===== src/rtl/core_pkg.sv =====
// Shared core definitions: hazard controller state encodings and register-index width.
package core_pkg;

   localparam int CORE_REG_ADDR_WIDTH = 5;

   typedef enum logic [1:0] {
      HZ_RUN      = 2'd0,
      HZ_REDIRECT = 2'd1,
      HZ_MEMWAIT  = 2'd2
   } hz_state_t;

endpackage


===== src/rtl/hazard_ctrl_sat_counter.sv =====
// Saturating up-counter used for pipeline performance statistics.
module sat_counter #(
   parameter int WIDTH = 32
) (
   input  logic             clk,
   input  logic             rst_n,
   input  logic             inc,
   output logic [WIDTH-1:0] count
);

   always_ff @(posedge clk or negedge rst_n) begin
      if (!rst_n)
         count <= '0;
      else if (inc && (count != '1))
         count <= count + WIDTH'(1);
   end

endmodule


===== src/rtl/hazard_ctrl.sv =====
// Pipeline hazard controller: load-use stalls, branch flushes, fetch and data-memory waits,
// plus saturating stall/flush counters.
module hazard_ctrl
   import core_pkg::*;
#(
   parameter int REG_ADDR_WIDTH = CORE_REG_ADDR_WIDTH,
   parameter int CNT_WIDTH      = 32,
   parameter int FLUSH_CYCLES   = 1
) (
   input  logic                      clk,
   input  logic                      rst_n,
   input  logic [REG_ADDR_WIDTH-1:0] rs1_d,
   input  logic [REG_ADDR_WIDTH-1:0] rs2_d,
   input  logic [REG_ADDR_WIDTH-1:0] rd_e,
   input  logic                      load_e,
   input  logic                      pc_src_e,
   input  logic                      imem_ready,
   input  logic                      dmem_ready,
   output logic                      stall_pc,
   output logic                      stall_fd,
   output logic                      flush_fd,
   output logic                      stall_de,
   output logic                      flush_de,
   output logic                      stall_em,
   output logic [1:0]                state_o,
   output logic [CNT_WIDTH-1:0]      stall_count,
   output logic [CNT_WIDTH-1:0]      flush_count
);

   localparam int RC_W = (FLUSH_CYCLES > 1) ? $clog2(FLUSH_CYCLES) : 1;

   hz_state_t state, state_nxt, ret, ret_nxt, eff;
   logic [RC_W-1:0] rcnt, rcnt_nxt;
   logic load_use, flush_inc;

   assign load_use = load_e && (rd_e != '0) && ((rd_e == rs1_d) || (rd_e == rs2_d));
   // MEM_WAIT is transparent: the release cycle behaves as the state held before the freeze
   assign eff      = (state == HZ_MEMWAIT) ? ret : state;
   assign state_o  = state;

   always_ff @(posedge clk or negedge rst_n) begin
      if (!rst_n) begin
         state <= HZ_RUN;
         ret   <= HZ_RUN;
         rcnt  <= '0;
      end else begin
         state <= state_nxt;
         ret   <= ret_nxt;
         rcnt  <= rcnt_nxt;
      end
   end

   always_comb begin
      state_nxt = state;
      ret_nxt   = ret;
      rcnt_nxt  = rcnt;
      stall_pc  = 1'b0;
      stall_fd  = 1'b0;
      flush_fd  = 1'b0;
      stall_de  = 1'b0;
      flush_de  = 1'b0;
      stall_em  = 1'b0;
      flush_inc = 1'b0;

      if (!dmem_ready) begin
         stall_pc  = 1'b1;
         stall_fd  = 1'b1;
         stall_de  = 1'b1;
         stall_em  = 1'b1;
         state_nxt = HZ_MEMWAIT;
         if (state != HZ_MEMWAIT)
            ret_nxt = state;
      end else if (pc_src_e) begin
         flush_fd  = 1'b1;
         flush_de  = 1'b1;
         flush_inc = 1'b1;
         if (FLUSH_CYCLES > 1) begin
            state_nxt = HZ_REDIRECT;
            rcnt_nxt  = RC_W'(FLUSH_CYCLES - 1);
         end else begin
            state_nxt = HZ_RUN;
            rcnt_nxt  = '0;
         end
      end else if (load_use) begin
         stall_pc  = 1'b1;
         stall_fd  = 1'b1;
         flush_de  = 1'b1;
         state_nxt = eff;
      end else if ((eff == HZ_REDIRECT) && (rcnt != '0)) begin
         flush_fd  = 1'b1;
         rcnt_nxt  = rcnt - RC_W'(1);
         state_nxt = (rcnt == RC_W'(1)) ? HZ_RUN : HZ_REDIRECT;
      end else if (!imem_ready) begin
         stall_pc  = 1'b1;
         flush_fd  = 1'b1;
         state_nxt = HZ_RUN;
      end else begin
         state_nxt = HZ_RUN;
      end

      // Clear the downstream registers on every edge while reset is held
      if (!rst_n) begin
         stall_pc  = 1'b0;
         stall_fd  = 1'b0;
         stall_de  = 1'b0;
         stall_em  = 1'b0;
         flush_fd  = 1'b1;
         flush_de  = 1'b1;
         flush_inc = 1'b0;
      end
   end

   sat_counter #(.WIDTH(CNT_WIDTH)) u_stall_cnt (
      .clk   (clk),
      .rst_n (rst_n),
      .inc   (stall_pc),
      .count (stall_count)
   );

   sat_counter #(.WIDTH(CNT_WIDTH)) u_flush_cnt (
      .clk   (clk),
      .rst_n (rst_n),
      .inc   (flush_inc),
      .count (flush_count)
   );

endmodule


===== config.mk =====
export PLATFORM = sky130hd
export DESIGN_NAME = hazard_ctrl
export DESIGN_NICKNAME = d
export VERILOG_FILES = /design/src/rtl/core_pkg.sv /design/src/rtl/hazard_ctrl_sat_counter.sv /design/src/rtl/hazard_ctrl.sv
export SDC_FILE = /design/constraint.sdc
export NUM_CORES = 1
export LEC_CHECK = 0
export ABC_AREA = 0
export CAP_MARGIN = 20
export CORE_MARGIN = 4
export CORE_UTILIZATION = 40
export CTS_CLUSTER_SIZE = 8
export DETAILED_ROUTE_END_ITERATION = 10
export DONT_BUFFER_PORTS = 1
export SYNTH_ARGS = -nofsm -noshare
export SYNTH_HDL_FRONTEND = slang
export SYNTH_SLANG_ARGS = --single-unit
export TNS_END_PERCENT = 50

===== constraint.sdc =====
create_clock -name clk -period 2.9 [get_ports clk]
set_input_delay 0.435 -clock clk [delete_from_list [all_inputs] [get_ports clk]]
set_output_delay 0.435 -clock clk [all_outputs]
set_load 0.01 [all_outputs]

# After elaboration in Yosys (flattened, before gate mapping)
# Cells that the tools add are included.
[word_totals]
ff_bits = 69
in_bits = 21
out_inout_bits = 72
elab_cells = 59
[op_classes]
n_addsub = 3
n_eq_ne = 8
n_mux = 32
n_bitwise = 1
reduce_logical = 10
[ops]
columns = ["operator", "n"]
rows = [
  ["adder 32 x 1 -> 32 bit, second input constant", 2],
  ["!= test 32 bit, second input constant", 2],
  ["2-to-1 mux 1 bit", 28],
  ["== test 5 bit", 2],
  ["2-to-1 mux 2 bit", 4],
  ["logical AND 1 bit", 5],
  ["nonzero test 5 bit", 1],
  ["!= test 2 bit, second input constant", 2],
  ["AND reduction 3 bit", 1],
  ["== test 2 x 1 -> 1 bit, second input constant", 1],
  ["== test 2 bit, second input constant", 1],
  ["AND reduction 2 bit", 1],
  ["nonzero test 2 bit", 1],
  ["logical OR 1 bit", 1],
  ["NOT 1 bit", 1],
  ["subtractor 1 bit, second input constant", 1],
]

# Longest topological paths before layout
[logic_depth]
ltp_word = 10
depth_mapped = 9
depth_no_buf = 7

# Cells and area by module
# From an unflattened synthesis, not the netlist that was laid out.
[hier_totals]
hier_cells = 355
hier_area_um2 = 3722.3
[modules_own_cells]
columns = ["mod", "instances", "cells_each", "area_per_inst_um2", "seq_area_each_um2"]
rows = [
  ["sat_counter", 2, 151, 1624.1, 800.8],
  ["hazard_ctrl", 1, 53, 474.2, 125.1],
]

# Worst setup path after synthesis
# No wires, ideal clock.
[synth_path]
kind = "input to output"
from = "input port rd_e[1]"
to = "output port stall_pc"
arrival_ns = 1.696
t_required_ns = 2.465
slack_ns = 0.769
cell_stages = 7
cell_sequence = "or4_1 -> o21ai_2 -> nor3_1 -> a22oi_4 -> buf_6 -> buf_6 -> inv_1"
[synth_via]
elab_chain_len = 7
elab_cells_between_ends = 10
classes_between = "eq/ne (2); mux (4); reduce/logical (4)"
[synth_lines]
columns = ["item", "line_no", "rtl"]
rows = [
  ["start, declared", "hazard_ctrl.sv:14", "input logic [REG_ADDR_WIDTH-1:0] rd_e,"],
  ["== test 5 bit / nonzero test 5 bit (equally long branches)", "hazard_ctrl.sv:36", "assign load_use = load_e && (rd_e != '0) && ((rd_e == rs1_d) || (rd_e == rs2_d));"],
  ["logical OR 1 bit / logical AND 1 bit (equally long branches)", "hazard_ctrl.sv:36", ""],
  ["logical AND 1 bit *", "hazard_ctrl.sv:36", ""],
  ["2-to-1 mux 1 bit *", "hazard_ctrl.sv:84", "end else if (load_use) begin"],
  ["2-to-1 mux 1 bit *", "hazard_ctrl.sv:73", "end else if (pc_src_e) begin"],
  ["2-to-1 mux 1 bit *", "hazard_ctrl.sv:65", "if (!dmem_ready) begin"],
  ["2-to-1 mux 1 bit *", "hazard_ctrl.sv:102", "if (!rst_n) begin"],
  ["end, declared", "hazard_ctrl.sv:19", "output logic stall_pc,"],
]
# Every way passes the cells marked *; elsewhere a longest branch is shown, timed or not.

# Worst setup path in the final report
[layout_path]
from = "register state[0] (netlist: state_o[0])"
to = "output port stall_pc"
[layout_via]
elab_chain_len = 9
[layout_lines]
columns = ["item", "line_no", "rtl"]
rows = [
  ["start, declared", "hazard_ctrl.sv:32", "hz_state_t state, state_nxt, ret, ret_nxt, eff;"],
  ["start signal, assigned", "hazard_ctrl.sv:47", "state <= state_nxt;"],
  ["== test 2 bit", "hazard_ctrl.sv:38", "assign eff = (state == HZ_MEMWAIT) ? ret : state;"],
  ["2-to-1 mux 2 bit *", "hazard_ctrl.sv:38", ""],
  ["== test 2 x 1 -> 1 bit *", "hazard_ctrl.sv:89", "end else if ((eff == HZ_REDIRECT) && (rcnt != '0)) begin"],
  ["logical AND 1 bit *", "hazard_ctrl.sv:89", ""],
  ["2-to-1 mux 1 bit *", "hazard_ctrl.sv:89", ""],
  ["2-to-1 mux 1 bit *", "hazard_ctrl.sv:84", ""],
  ["2-to-1 mux 1 bit *", "hazard_ctrl.sv:73", ""],
  ["2-to-1 mux 1 bit *", "hazard_ctrl.sv:65", ""],
  ["2-to-1 mux 1 bit *", "hazard_ctrl.sv:102", ""],
]
# Marked as above.

==> flow_summary.yaml <==
die:
  die-width_um: 103.3
  io_pins: 93
  rows: 34
  dieArea_mm2: 0.01066
  start_util: 0.4142
  core-area_mm2: 0.008763
  die_h_um: 103.3
placement:
  placed_cell_area_mm2: 0.003742
  place_hpwl_mm: 5.398
  gp_congestion: 0.7783
  dp_slack_ns: 0.6109
  portBuffers: 0
drt:
  drc: 0
  wire_per_inst_um: 16.19
  vias_per_cell: 5.502
  routed_wl_mm: 7.640
  vias: 2597
  drt-initial-drc-count: 111
  firstDrtPassIters: 6
  ant_nets: 0
synth:
  synthCells: 350
  synth_seq_cells: 69
  syn-num-nets: 373
  syn_avg_cell_area_um2: 10.37
  synth-main-ff-cell: "dfrtp_1"
  yosysWarnings: 0
  synth_edf_count: 0
  syn_area_mm2: 0.003630
  yosys.area.top_type: "dfrtp_1"
  synth.most_common_cell: "dfrtp_1"
  yosysUniqueCellTypes: 47
  synth_top_area_frac: 0.4757
  seq_area_frac_synth: 0.4757
  ys_top_cells_by_count: "dfrtp_1, nand2_1, xnor2_1"
  async_flop_share: 1.000
  synthTopCellsByArea: "dfrtp_1, xnor2_1, xor2_1"
timing:
  fin_skew_ns: 0.009823
  slew_viol_final: 0
  period_share: 0.8125
  fmax_mhz: 424.4
  whs_ns: 0.1796
  finalSetupViolCount: 0
  rsz0062_at_grt: "no"
  setup_slack_ns: 0.5436
  max_slew.worst_pin.slew_ns: 0.7337
  hold_viol_final: 0
  post-route-min-period_ns: 2.356
  tns_ns: 0
  relSlewSlack: 0.5071
worst_setup_path:
  cp_num_buf_inv: 2
  path_cells: "and4bb_2 > o21ai_2 > a21o_1 > a22oi_4 > buf_12 > inv_1"
  slowest_stage: "dfrtp_1"
  path_delay_family: "compound AO/OA/AOI/OAI gates"
  worstSetupEndpointType: "output port"
  setup.worst_path.start_class: "flip-flop"
  cp_max_fo: 33
  critPathKind: "reg -> out"
  slowest_delay_ns: 0.45
  crit_arrival_ns: 1.92
  worstPathRequired_ns: 2.47
power:
  p_leak_uw: 0.001753
  power.density_mw_per_mm2: 603.5
  vdd_drop_max_mv: 0.2244
global_routing:
  grt_use_total: 0.1513
  grt_pass1_wl_mm: 12.61
  grt.overflow.total: 0
  grt_pass1_vias: 2543
  antenna_found_initial: 1
  grt_max_degree: 70
clocking:
  holdBufCountCts: 2
  clk_latency_ns: 0.34
  path_clk_slew_ns: 0.08
  post_cts_resized: 0
  ctsLongestPathBuffers: 2
  htree_levels: 3
  cts_setup_buffers: 0
  numCtsBuffers: 9
  cts_tree: "done"
  clock-sinks: 69
  cts_root_buf: "clkbuf_8"
layout:
  fin_nets: 382
  syn2layout_area_growth_pct: 10.34
  fill_cells: 834
  design_area_mm2: 0.004005
  postLayoutCoreUtil: 0.4570
  n_antenna_cell: 0
  drive_above_1_share: 0.1154
status:
  status: "complete, no violations"
worst_hold_path:
  hold_path_class: "in -> reg"
job:
  maxCapViolations: 0
power by group:
part	switching, uW	internal (uW)
registers	221	1060
clock network	370	529
logic	118	116
registers in the layout, indices dropped and copies added, names as in the netlist:
signal / flops
u_flush_cnt.count: 32
u_stall_cnt.count: 32
ret: 2
state_o: 2
rcnt: 1
layout by cell type (no fill, tap or decap), types with 6 or more instances in the layout:
cell type,synthesis,final
nand3_1,27,27
inv_1,6,6
clkbuf_8,0,11
and3_1,7,7
xnor2_1,36,36
dfrtp_1,69,69
nor3_1,20,20
nor4_1,7,7
nand4_1,16,16
xor2_1,32,32
nor2_1,15,15
nand2b_1,6,6
nand2_1,36,36
layer usage:
layer / global-route usage / share of wire
met4: 0.05777 / 0.013
met5: 0 / 0
met2: 0.2255 / 0.46
met1: 0.2002 / 0.45
met3: 0.05701 / 0.084
kinds of logic (layout without fill, tap and decap cells):
group,count (synthesis),in the layout,synth area share
buf+inv,14,28,0.02413
simple gates,167,167,0.2599
xor+xnor,68,68,0.1641
compound gates,25,25,0.05274
flops,69,69,0.4757
fa+ha+maj,2,2,0.006893
mux,5,5,0.01654
layout make-up:
| class | count | area [um2] | share of cell area |
|---|---|---|---|
| clock inverter | 4 | 70.07 | 0.01749 |
| timing repair buffer | 6 | 80.08 | 0.01999 |
| clock buffer | 12 | 155.1 | 0.03874 |
| multi-input combinational | 267 | 1815 | 0.4533 |
| inverter | 6 | 22.52 | 0.005623 |
| sequential | 69 | 1727 | 0.4311 |
| tap | 108 | 135.1 | 0.03374 |
stage by stage:
stage / std cells / power, uW
3_5_place_dp: 454 / 1518
2_1_floorplan: 350 / 1434
6_report: 472 / 2417
3_3_place_gp: 454 / 1504
4_1_cts: 472 / 2453
5_1_grt: 472 / 2555
path summary, 6_finish.rpt:
path                                 startpoint               endpoint  slack [ns]  cells past startpoint
min                                  dmem_ready             state_o[1]        0.18                      1
max reg2reg                u_stall_cnt.count[0]  u_stall_cnt.count[30]        0.60                      6
max in group asynchronous                 rst_n  u_flush_cnt.count[25]        1.96                      2
max                                  state_o[0]               stall_pc        0.54                      6
min in group asynchronous                 rst_n  u_flush_cnt.count[31]        0.63                      2
min reg2reg                              ret[1]                 ret[1]        0.52                      1
No activity file was read; power rests on OpenSTA's default activity.
